**src/rtl/eight_bit_adder_pkg.sv**
```systemverilog
// Shared definitions for the ripple-carry adder building block.
package eight_bit_adder_pkg;

  // Native width of the building block; wider adders cascade instances.
  localparam int ADDER_WIDTH = 8;

  // Operand vector at the native width.
  typedef logic [ADDER_WIDTH-1:0] operand_t;

endpackage

```
**src/rtl/eight_bit_adder_full_adder.sv**
```systemverilog
// One-bit full adder cell; the unit of the ripple-carry chain.
module full_adder
  import eight_bit_adder_pkg::*;
(
  input  logic x,
  input  logic y,
  input  logic cin,
  output logic s,
  output logic cout
);

  // Sum and majority carry, purely combinational.
  always_comb begin
    s    = x ^ y ^ cin;
    cout = (x & y) | (x & cin) | (y & cin);
  end

endmodule

```
**src/rtl/eight_bit_adder.sv**
```systemverilog
// Registered ripple-carry adder: WIDTH full_adder cells chained carry-out to
// carry-in, with the sum and carry-out captured on the clock.
module eight_bit_adder
  import eight_bit_adder_pkg::*;
#(
  parameter int WIDTH = ADDER_WIDTH
) (
  input  logic             clk,
  input  logic             rst_n,
  input  logic [WIDTH-1:0] a,
  input  logic [WIDTH-1:0] b,
  input  logic             c,
  input  logic             in_valid,
  output logic [WIDTH-1:0] sum,
  output logic             carry,
  output logic             out_valid
);

  // ---- stage p0: combinational ripple chain ----
  // carry_p0[i] is the carry into bit i; carry_p0[WIDTH] is the carry-out.
  logic [WIDTH:0]   carry_p0;
  logic [WIDTH-1:0] sum_p0;

  assign carry_p0[0] = c;

  for (genvar i = 0; i < WIDTH; i++) begin : g_bit
    full_adder u_fa (
      .x    (a[i]),
      .y    (b[i]),
      .cin  (carry_p0[i]),
      .s    (sum_p0[i]),
      .cout (carry_p0[i+1])
    );
  end

  // ---- stage p1: output register ----
  logic [WIDTH-1:0] sum_p1;
  logic             carry_p1;
  logic             vld_p1;

  // Capture a fresh result on valid input; otherwise hold data and drop valid.
  always_ff @(posedge clk) begin
    if (!rst_n) begin
      sum_p1   <= '0;
      carry_p1 <= 1'b0;
      vld_p1   <= 1'b0;
    end else begin
      vld_p1 <= in_valid;
      if (in_valid) begin
        sum_p1   <= sum_p0;
        carry_p1 <= carry_p0[WIDTH];
      end
    end
  end

  assign sum       = sum_p1;
  assign carry     = carry_p1;
  assign out_valid = vld_p1;

endmodule

```
**config.mk**
```make
export PLATFORM = sky130hd
export DESIGN_NAME = eight_bit_adder
export DESIGN_NICKNAME = d
export VERILOG_FILES = /design/src/rtl/eight_bit_adder_pkg.sv /design/src/rtl/eight_bit_adder_full_adder.sv /design/src/rtl/eight_bit_adder.sv
export SDC_FILE = /design/constraint.sdc
export NUM_CORES = 1
export LEC_CHECK = 0
export CORE_AREA = 3 3 40 42
export CTS_BUF_LIST = sky130_fd_sc_hd__clkbuf_16
export DETAILED_ROUTE_END_ITERATION = 10
export DIE_AREA = 0 0 43 45
export DONT_BUFFER_PORTS = 1
export PLACE_DENSITY = 0.6
export SLEW_MARGIN = 20
export SYNTH_ARGS = -nofsm -noshare
export SYNTH_HDL_FRONTEND = slang
export SYNTH_SLANG_ARGS = --single-unit
```
**constraint.sdc**
```tcl
create_clock -name clk -period 4 [get_ports clk]
set_input_delay 0.8 -clock clk [delete_from_list [all_inputs] [get_ports clk]]
set_output_delay 0.8 -clock clk [all_outputs]
set_load 0.02 [all_outputs]
```
Word level (Yosys, flattened, before mapping)
Index checks and enable logic that the tools add are counted.
Storage, ports and cells
  output and inout bits: 10
  word-level logic and storage cells: 59
  input bits: 20
  flip-flop bits (word level): 10
Cells by class
  bitwise logic cells: 56
Operators with widths (count)
  1-bit AND: 24
  1-bit OR: 16
  1-bit XOR: 16

Depth between registers and ports, before layout
Gate-level depths: netlist of run 1.
  depth after elaboration: 24
  depth in mapped cells: 13
  gate-level depth less buffers: 13

By module
A second synthesis of run 1 with hierarchy kept.
Unflattened totals
  cells, all modules: 38
  area, all modules: 525.5 sq um
By module, submodules not included
  eight_bit_adder: sequential area each 200.2 sq um, cells an instance 30, area an instance 365.4 sq um, times used 1
  full_adder: sequential area each 0.0 sq um, cells an instance 1, area an instance 20.0 sq um, times used 8

Least setup slack after synthesis of run 1
Ideal clock, no wire load.
  kind: input to register
  from: in a[0]
  to: reg sum_p1[7], in the netlist sum[7]
  path slack: -5 ps
  stages: 13
  buffers on the path: 0
  setup time: 58 ps
  required time: 3942 ps
  arrival time: 3947 ps
  cell sequence: inv_1 fa_1 inv_1 fa_1 fa_1 fa_1 fa_1 fa_1 fa_1 inv_1 fa_1 nand2_1 o211a_1
On the way
  word-level cells in the longest chain between the ends: 22
  elaborated cells on any way between the ends: 29
  those cells by class: bitwise: 29
RTL lines
  from (decl): line eight_bit_adder.sv:10  | input logic [WIDTH-1:0] a,
  1-bit AND: line eight_bit_adder_full_adder.sv:15  | cout = (x & y) | (x & cin) | (y & cin);
  1-bit OR (*) (2 in a row): line eight_bit_adder_full_adder.sv:15
  1-bit AND: line eight_bit_adder_full_adder.sv:15
  1-bit OR: line eight_bit_adder_full_adder.sv:15
  1-bit OR (*): line eight_bit_adder_full_adder.sv:15
  1-bit AND: line eight_bit_adder_full_adder.sv:15
  1-bit OR: line eight_bit_adder_full_adder.sv:15
  1-bit OR (*): line eight_bit_adder_full_adder.sv:15
  [5 not listed]
  1-bit OR (*): line eight_bit_adder_full_adder.sv:15
  1-bit AND: line eight_bit_adder_full_adder.sv:15
  1-bit OR: line eight_bit_adder_full_adder.sv:15
  1-bit OR (*): line eight_bit_adder_full_adder.sv:15
  1-bit AND: line eight_bit_adder_full_adder.sv:15
  1-bit OR: line eight_bit_adder_full_adder.sv:15
  1-bit OR (*): line eight_bit_adder_full_adder.sv:15
  1-bit XOR (*): line eight_bit_adder_full_adder.sv:14  | s = x ^ y ^ cin;
  to (signal assigned): line eight_bit_adder.sv:50  | sum_p1 <= sum_p0;
  to (decl): line eight_bit_adder.sv:37  | logic [WIDTH-1:0] sum_p1;
Mark *: on every way between the ends. The rest lies on a longest branch, timed or not.
A chain may end at the register's enable or synchronous reset.

Final worst setup path of run 1
Ends and elaborated chain as after synthesis.

==> results of run 1 <==
[registers in the layout, indices dropped and copies added (netlist names)]
| signal | cells |
|---|---|
| out_valid | 1 |
| carry | 1 |
| sum | 8 |
[cells in the mapped netlist]
master,n,area share [%]
nor2b_1,6,6.9
dfxtp_1,10,37
buf_1,1,0.68
mux2i_1,6,11
fa_1,8,29
o211a_1,3,5.5
buf_6,1,2.1
inv_1,7,4.8
and2_2,1,1.4
nand2_1,3,2.1
[report_power, final]
group	switching (W)	internal, W	leakage (nW)
combinational	0.0000148	0.0000196	0.180
clock	0.0000411	0.000129	0.0370
sequential	0.0000183	0.000110	0.0829
total	0.0000743	0.000259	0.300
[worst max-delay path: stages]
cell,delay [ns]
inv_1,0.06
fa_1,0.17
inv_1,0.05
fa_1,0.38
fa_1,0.40
fa_1,0.39
fa_2,0.35
fa_2,0.35
fa_1,0.36
inv_1,0.08
fa_1,0.41
nand2_1,0.08
o211a_1,0.13
[layout make-up]
type,count,area (um^2)
Clock buffer,3,75.1
Multi-Input combinational cell,27,312
Fill cell,117,653
Tap cell,15,18.8
Inverter,7,26.3
Sequential cell,10,200
[through the flow]
step / instances / cell area [um^2] / hold slack, ns / TNS, ns
after floorplan: 46 / 551 / 0.589 / 0
after global placement: 59 / 554 / 0.603 / -0.0569
after detailed placement: 59 / 554 / 0.613 / -0.134
after CTS: 62 / 629 / 0.618 / 0
after global routing: 62 / 632 / 0.644 / 0
final: 62 / 632 / 0.613 / 0
[kinds of logic after synthesis]
logic type / after synthesis
adder cells (fa/ha/maj): 8
multiplexers: 6
flip-flops: 10
AND/OR/NAND/NOR: 10
AO/OA/AOI/OAI: 3
buffers and inverters: 9
[how the worst max path moves through the flow]
stage	from	cells after the start	slack (ns)	to
6_report	a[0]	13	0.17	sum[7]$_SDFFE_PN0P_
5_1_grt	a[0]	13	0.04	sum[7]$_SDFFE_PN0P_
4_1_cts	a[0]	13	0.08	sum[7]$_SDFFE_PN0P_
3_5_place_dp	a[0]	13	-0.13	sum[7]$_SDFFE_PN0P_
3_3_place_gp	a[0]	13	-0.06	sum[7]$_SDFFE_PN0P_
2_1_floorplan	a[0]	13	0.03	sum[7]$_SDFFE_PN0P_
[layer usage]
layer	routed length, um	global-route usage (%)
met5	0	0
met1	370	10.8
met3	91	4.38
met2	508	18.0
met4	0	7.23
==> results_dict.tcl, run 1 <==
set metrics [dict create \
    hold_depth 2 \
    area_delta_synth_final_pct 15.3 \
    status "finished, final reports clean" \
    crit_required_ns 4.18 \
    crit_type "in2reg" \
    synth_top_family_by_area "adder cells" \
    initial_core_util_pct 42.6 \
    final_cell_mix "dfxtp_1, inv_1, mux2i_1, nor2b_1, fa_1" \
    finalCriticalPeriod_ns 3.83 \
    worst_setup_path_start_kind "input port" \
    cp.arrival_ns 4.01 \
    ys_seq_area_share_pct 36.5 \
    drtIter0Drc 1 \
    drv_cap 0 \
    die_w_um 43 \
    r2r_start "sum[4]$_SDFFE_PN0P_" \
    rows 13 \
    numClockSinks 10 \
    clk_pin_slew_ns 0.04 \
    hold_class "reg2reg" \
    core_area_um2 1280 \
    clock_skew_ns 0 \
    p_per_area_nw_per_um2 527 \
    grt_pass1_wl_um 1410 \
    wl_per_cell_um 15.6 \
    cts_root_buf "clkbuf_16" \
    cts_tree "built" \
    ys_ff_latch 10 \
    synthAdderAreaFrac_pct 29.2 \
    tightest_slew_ns 0.249 \
    diodes 0 \
    syn_area_um2 548 \
    report.final.slew_viol_count 0 \
    htree_levels 1 \
    gp_congestion 0.663 \
    top_level_ports 30 \
    ctsResizeCount 0 \
    rrSetupSlack_ns 3.27 \
    antenna_found_initial 0 \
    synth_compound_area_share_pct 5.48 \
    min_from "sum[1]$_SDFFE_PN0P_" \
    grt_pass1_vias 329 \
    finalHoldViolCount 0 \
    critPathMaxFanout 1 \
    drc_errors 0 \
    final_common_cell "dfxtp_1" \
    yosys.area_share.xor_xnor_pct 0 \
    synth_mux_area_share_pct 11.0 \
    power_w 0.000333 \
    nets 77 \
    relSlewSlack_pct 83.4 \
    finalWirelength_um 970 \
    grt_max_degree 14 \
    synth-simple-area-share_pct 10.3 \
    rsz0062_at_grt "no" \
    syn-num-nets 74 \
    dieHeight_um 45 \
    cts_setup_buffers 0 \
    clock_latency_ns 0.23 \
    drive_above_1_share_pct 12.8 \
    ir_worst_vdd_mv 0.253 \
    crit_path_end_kind "flop" \
    fin_crit_sh_pct 95.8 \
    utilization_pct 49.2 \
    reg2reg_to "sum[4]$_SDFFE_PN0P_" \
    grt_use_total_pct 10.6 \
    syn_area_per_cell_um2 11.9 \
    port_buffers 0 \
    synthCells 46 \
    cts_buffers 3 \
    vias 316 \
    rr_worst_depth 2 \
    ys_warn_count 0 \
    fmax_mhz 261 \
    clock_path_buffers 2 \
    vias_per_cell 5.10 \
    firstDrtPassIters 2 \
    postCtsHoldBufs 0 \
    grt-ovfl-total 0 \
    hold-path-endpoint "sum[1]$_SDFFE_PN0P_" \
    setup_slack_ns 0.166 \
    post-place-ws_ns -0.134 \
    antenna_left 0 \
    die_area_um2 1940 \
    setup_viol 0 \
    p_leak_nw 0.300 \
    synth_cell_type_count 10 \
]
Note: power is estimated with default switching activity, not from simulation.
==> run 2, diff against run 1 <==
--- a/config.mk
+++ b/config.mk
@@ -10,6 +10,7 @@
 export DETAILED_ROUTE_END_ITERATION = 10
 export DIE_AREA = 0 0 43 45
 export DONT_BUFFER_PORTS = 1
+export MAX_ROUTING_LAYER = met4
 export PLACE_DENSITY = 0.6
 export SLEW_MARGIN = 20
 export SYNTH_ARGS = -nofsm -noshare
==> results_dict.tcl, run 2 (synthesis results as in run 1) <==
set metrics [dict create \
    cts_root_buf "clkbuf_16" \
    utilization_pct 49.2 \
    fmax_mhz 261 \
    cp.arrival_ns 4.01 \
    relSlewSlack_pct 83.4 \
    grt_pass1_vias 328 \
    nets 77 \
    clock_latency_ns 0.23 \
    final_cell_mix "dfxtp_1, inv_1, mux2i_1, nor2b_1, fa_1" \
    grt_use_total_pct 11.0 \
    antenna_found_initial 0 \
    antenna_left 0 \
    rr_worst_depth 2 \
    finalCriticalPeriod_ns 3.83 \
    cts_setup_buffers 0 \
    die_w_um 43 \
    initial_core_util_pct 42.6 \
    dieHeight_um 45 \
    p_per_area_nw_per_um2 527 \
    clk_pin_slew_ns 0.04 \
    hold_depth 2 \
    power_w 0.000333 \
    area_delta_synth_final_pct 15.3 \
    firstDrtPassIters 2 \
    rows 13 \
    worst_setup_path_start_kind "input port" \
    crit_path_end_kind "flop" \
    ir_worst_vdd_mv 0.253 \
    finalWirelength_um 967 \
    crit_type "in2reg" \
    tightest_slew_ns 0.249 \
    vias 317 \
    cts_buffers 3 \
    setup_viol 0 \
    status "finished, final reports clean" \
    drv_cap 0 \
    diodes 0 \
    core_area_um2 1280 \
    cts_tree "built" \
    drive_above_1_share_pct 12.8 \
    rsz0062_at_grt "no" \
    fin_crit_sh_pct 95.8 \
    clock_skew_ns 0 \
    gp_congestion 0.670 \
    die_area_um2 1940 \
    placed_area_um2 554 \
    finalHoldViolCount 0 \
    final_common_cell "dfxtp_1" \
    crit_required_ns 4.18 \
    p_leak_nw 0.300 \
    drtIter0Drc 1 \
    vias_per_cell 5.11 \
    report.final.slew_viol_count 0 \
    clock_path_buffers 2 \
    numClockSinks 10 \
    grt-ovfl-total 0 \
    port_buffers 0 \
    htree_levels 1 \
    drc_errors 0 \
    largest_reg_flops 8 \
    critPathMaxFanout 1 \
    grt_max_degree 14 \
    grt_pass1_wl_um 1410 \
    wl_per_cell_um 15.6 \
    top_level_ports 30 \
    hold_class "reg2reg" \
    finalInstanceArea_um2 632 \
]
==> run 2: cell counts in the layout (fill, tap and decap cells not counted) <==
Identical to the previous run, type by type.
==> run 2: path summary, 6_finish.rpt <==
kind	startpoint	end	slack, ns
max	a[0]	sum[7]$_SDFFE_PN0P_	0.17
min	sum[1]$_SDFFE_PN0P_	sum[1]$_SDFFE_PN0P_	0.61
max reg2reg	sum[4]$_SDFFE_PN0P_	sum[4]$_SDFFE_PN0P_	3.27
min reg2reg	sum[1]$_SDFFE_PN0P_	sum[1]$_SDFFE_PN0P_	0.61
==> run 2: power by group <==
| group | switching [W] | total, W | internal (W) | leakage [nW] |
|---|---|---|---|---|
| registers | 0.0000183 | 0.000129 | 0.000110 | 0.0829 |
| clock network | 0.0000411 | 0.000170 | 0.000129 | 0.0370 |
| logic | 0.0000148 | 0.0000344 | 0.0000196 | 0.180 |
| total | 0.0000742 | 0.000333 | 0.000259 | 0.300 |
==> run 2: routing by layer <==
layer | up-vias | part of all wire (%) | track usage, %
met4 | 0 | 0 | 7.23
met3 | 0 | 8.8 | 4.38
met1 | 153 | 39 | 10.8
li1 | 145 | - | -
met2 | 19 | 52 | 18.0
met5 | - | 0 | -
==> run 2: area by class of cell <==
| cell class | count | area, um^2 |
|---|---|---|
| Fill cell | 117 | 653 |
| Multi-Input combinational cell | 27 | 312 |
| Sequential cell | 10 | 200 |
| Clock buffer | 3 | 75.1 |
| Inverter | 7 | 26.3 |
| Tap cell | 15 | 18.8 |
==> run 2: worst max-delay path, cell delays in order <==
cell	delay (ns)
inv_1	0.06
fa_1	0.17
inv_1	0.05
fa_1	0.38
fa_1	0.40
fa_1	0.39
fa_2	0.35
fa_2	0.35
fa_1	0.36
inv_1	0.08
fa_1	0.41
nand2_1	0.08
o211a_1	0.13
==> run 2: repair_timing <==
item	in CTS	in global routing
hold buffers	0	0
resized for setup	0	1
setup endpoints to repair	0	1
==> run 2: metrics by stage <==
| step | instances | hold slack [ns] | TNS (ns) | setup WS [ns] |
|---|---|---|---|---|
| floorplan | 46 | 0.589 | 0 | 0.0323 |
| global placement | 59 | 0.603 | -0.0569 | -0.0569 |
| detailed placement | 59 | 0.613 | -0.134 | -0.134 |
| CTS | 62 | 0.618 | 0 | 0.0773 |
| global route | 62 | 0.644 | 0 | 0.0447 |
| finish | 62 | 0.613 | 0 | 0.166 |
==> run 3, diff against run 2 <==
--- a/config.mk
+++ b/config.mk
@@ -7,11 +7,12 @@
 export LEC_CHECK = 0
 export CORE_AREA = 3 3 40 42
 export CTS_BUF_LIST = sky130_fd_sc_hd__clkbuf_16
+export CTS_CLUSTER_DIAMETER = 100
 export DETAILED_ROUTE_END_ITERATION = 10
 export DIE_AREA = 0 0 43 45
 export DONT_BUFFER_PORTS = 1
 export MAX_ROUTING_LAYER = met4
-export PLACE_DENSITY = 0.6
+export PLACE_DENSITY_LB_ADDON = 0.08
 export SLEW_MARGIN = 20
 export SYNTH_ARGS = -nofsm -noshare
 export SYNTH_HDL_FRONTEND = slang
==> results_dict.tcl, run 3 (synthesis results as in run 1) <==
set metrics [dict create \
    status "finished, final reports clean" \
    grt_pass1_vias 371 \
    finalCriticalPeriod_ns 3.79 \
    vias_per_cell 5.05 \
    cts_setup_buffers 0 \
    dieHeight_um 45 \
    worst_setup_path_start_kind "input port" \
    finalNonFillerCells 62 \
    crit_required_ns 4.18 \
    wl_per_cell_um 14.3 \
    crit_path_end_kind "flop" \
    largest_reg_flops 8 \
    tightest_slew_ns 0.245 \
    rows 13 \
    clock_path_buffers 2 \
    cts_buffers 3 \
    top_level_ports 30 \
    setup_slack_ns 0.209 \
    report.final.slew_viol_count 0 \
    diodes 0 \
    die_area_um2 1940 \
    utilization_pct 49.2 \
    cts_tree "built" \
    cp_num_buf_inv 3 \
    clock_skew_ns 0 \
    clock_latency_ns 0.23 \
    grt_max_degree 14 \
    core_area_um2 1280 \
    antenna_left 0 \
    drv_cap 0 \
    critPathMaxStageDelay_ns 0.41 \
    drive_above_1_share_pct 12.8 \
    finalWirelength_um 885 \
    htree_levels 1 \
    fill_cells 116 \
    hold_depth 2 \
    critPathTopFamily "adder cells" \
    cts_root_buf "clkbuf_16" \
    area_delta_synth_final_pct 15.3 \
    crit_slowest_cell "fa_1" \
    grt-ovfl-total 0 \
    postCtsHoldBufs 0 \
    p_leak_nw 0.300 \
    post-place-ws_ns -0.117 \
    place_inst 59 \
    finalHoldViolCount 0 \
    fmax_mhz 264 \
    vias 313 \
    final_common_cell "dfxtp_1" \
    rr_worst_depth 2 \
    path_common_cell "fa_1" \
    drc_errors 0 \
    grt_pass1_wl_um 1550 \
    rsz0062_at_grt "no" \
    final_cell_mix "dfxtp_1, inv_1, mux2i_1, nor2b_1, fa_1" \
    ir_worst_vdd_mv 0.253 \
    gp_congestion 0.627 \
    fin_crit_sh_pct 94.8 \
    whs_ns 0.614 \
    port_buffers 0 \
    clk_pin_slew_ns 0.04 \
    critPathMaxFanout 1 \
    crit_cells 13 \
    drtIter0Drc 2 \
    cp.arrival_ns 3.97 \
    hold_class "reg2reg" \
    cp_cell_sequence "inv_1, fa_1, inv_1, fa_1, fa_1, fa_1, fa_2, fa_2, fa_1, inv_1, fa_1, nand2_1, o211a_1" \
    setup_viol 0 \
    initial_core_util_pct 42.6 \
    relSlewSlack_pct 83.7 \
    power_w 0.000331 \
    crit_type "in2reg" \
    nets 77 \
    ctsResizeCount 0 \
    firstDrtPassIters 2 \
    grt_use_total_pct 11.7 \
    p_per_area_nw_per_um2 524 \
    die_w_um 43 \
    numClockSinks 10 \
    antenna_found_initial 0 \
]
run 3: cell counts in the layout (fill, tap and decap cells not counted):
Identical to the previous run, type by type.
run 3: power by group:
group	total [W]	internal (W)	switching [W]	leakage [nW]
combinational	0.0000334	0.0000193	0.0000141	0.180
clock	0.000169	0.000129	0.0000403	0.0370
sequential	0.000128	0.000110	0.0000182	0.0829
run 3: area by class of cell:
cell class	instances	area (um^2)	share of cell area [%]
well taps	15	18.8	2.97
flip-flops and latches	10	200	31.7
clock buffers	3	75.1	11.9
multi-input cells	27	312	49.3
inverters	7	26.3	4.16
run 3: tightest hold or removal path: stages, from the launching register on:
cell     delay (ns)
dfxtp_1        0.37
mux2i_1        0.14
nor2b_1        0.05
run 3: final timing paths:
check / start / to / slack [ns]
setup reg to reg: sum[4]$_SDFFE_PN0P_ / sum[4]$_SDFFE_PN0P_ / 3.27
hold reg to reg: sum[6]$_SDFFE_PN0P_ / sum[6]$_SDFFE_PN0P_ / 0.61
setup / recovery: a[0] / sum[7]$_SDFFE_PN0P_ / 0.21
hold / removal: sum[6]$_SDFFE_PN0P_ / sum[6]$_SDFFE_PN0P_ / 0.61
run 3: through the flow:
stage               TNS, ns  area, um^2
CTS                       0         629
finish                    0         632
global route              0         632
detailed placement   -0.117         554
floorplan                 0         551
global placement    -0.0624         554
run 3: metal layers:
| metal | track usage, % | vias up | wire [um] |
|---|---|---|---|
| met1 | 10.8 | 148 | 315 |
| li1 | - | 144 | - |
| met5 | - | - | 0 |
| met2 | 19.5 | 21 | 471 |
| met4 | 3.61 | 0 | 0 |
| met3 | 7.97 | 0 | 99 |
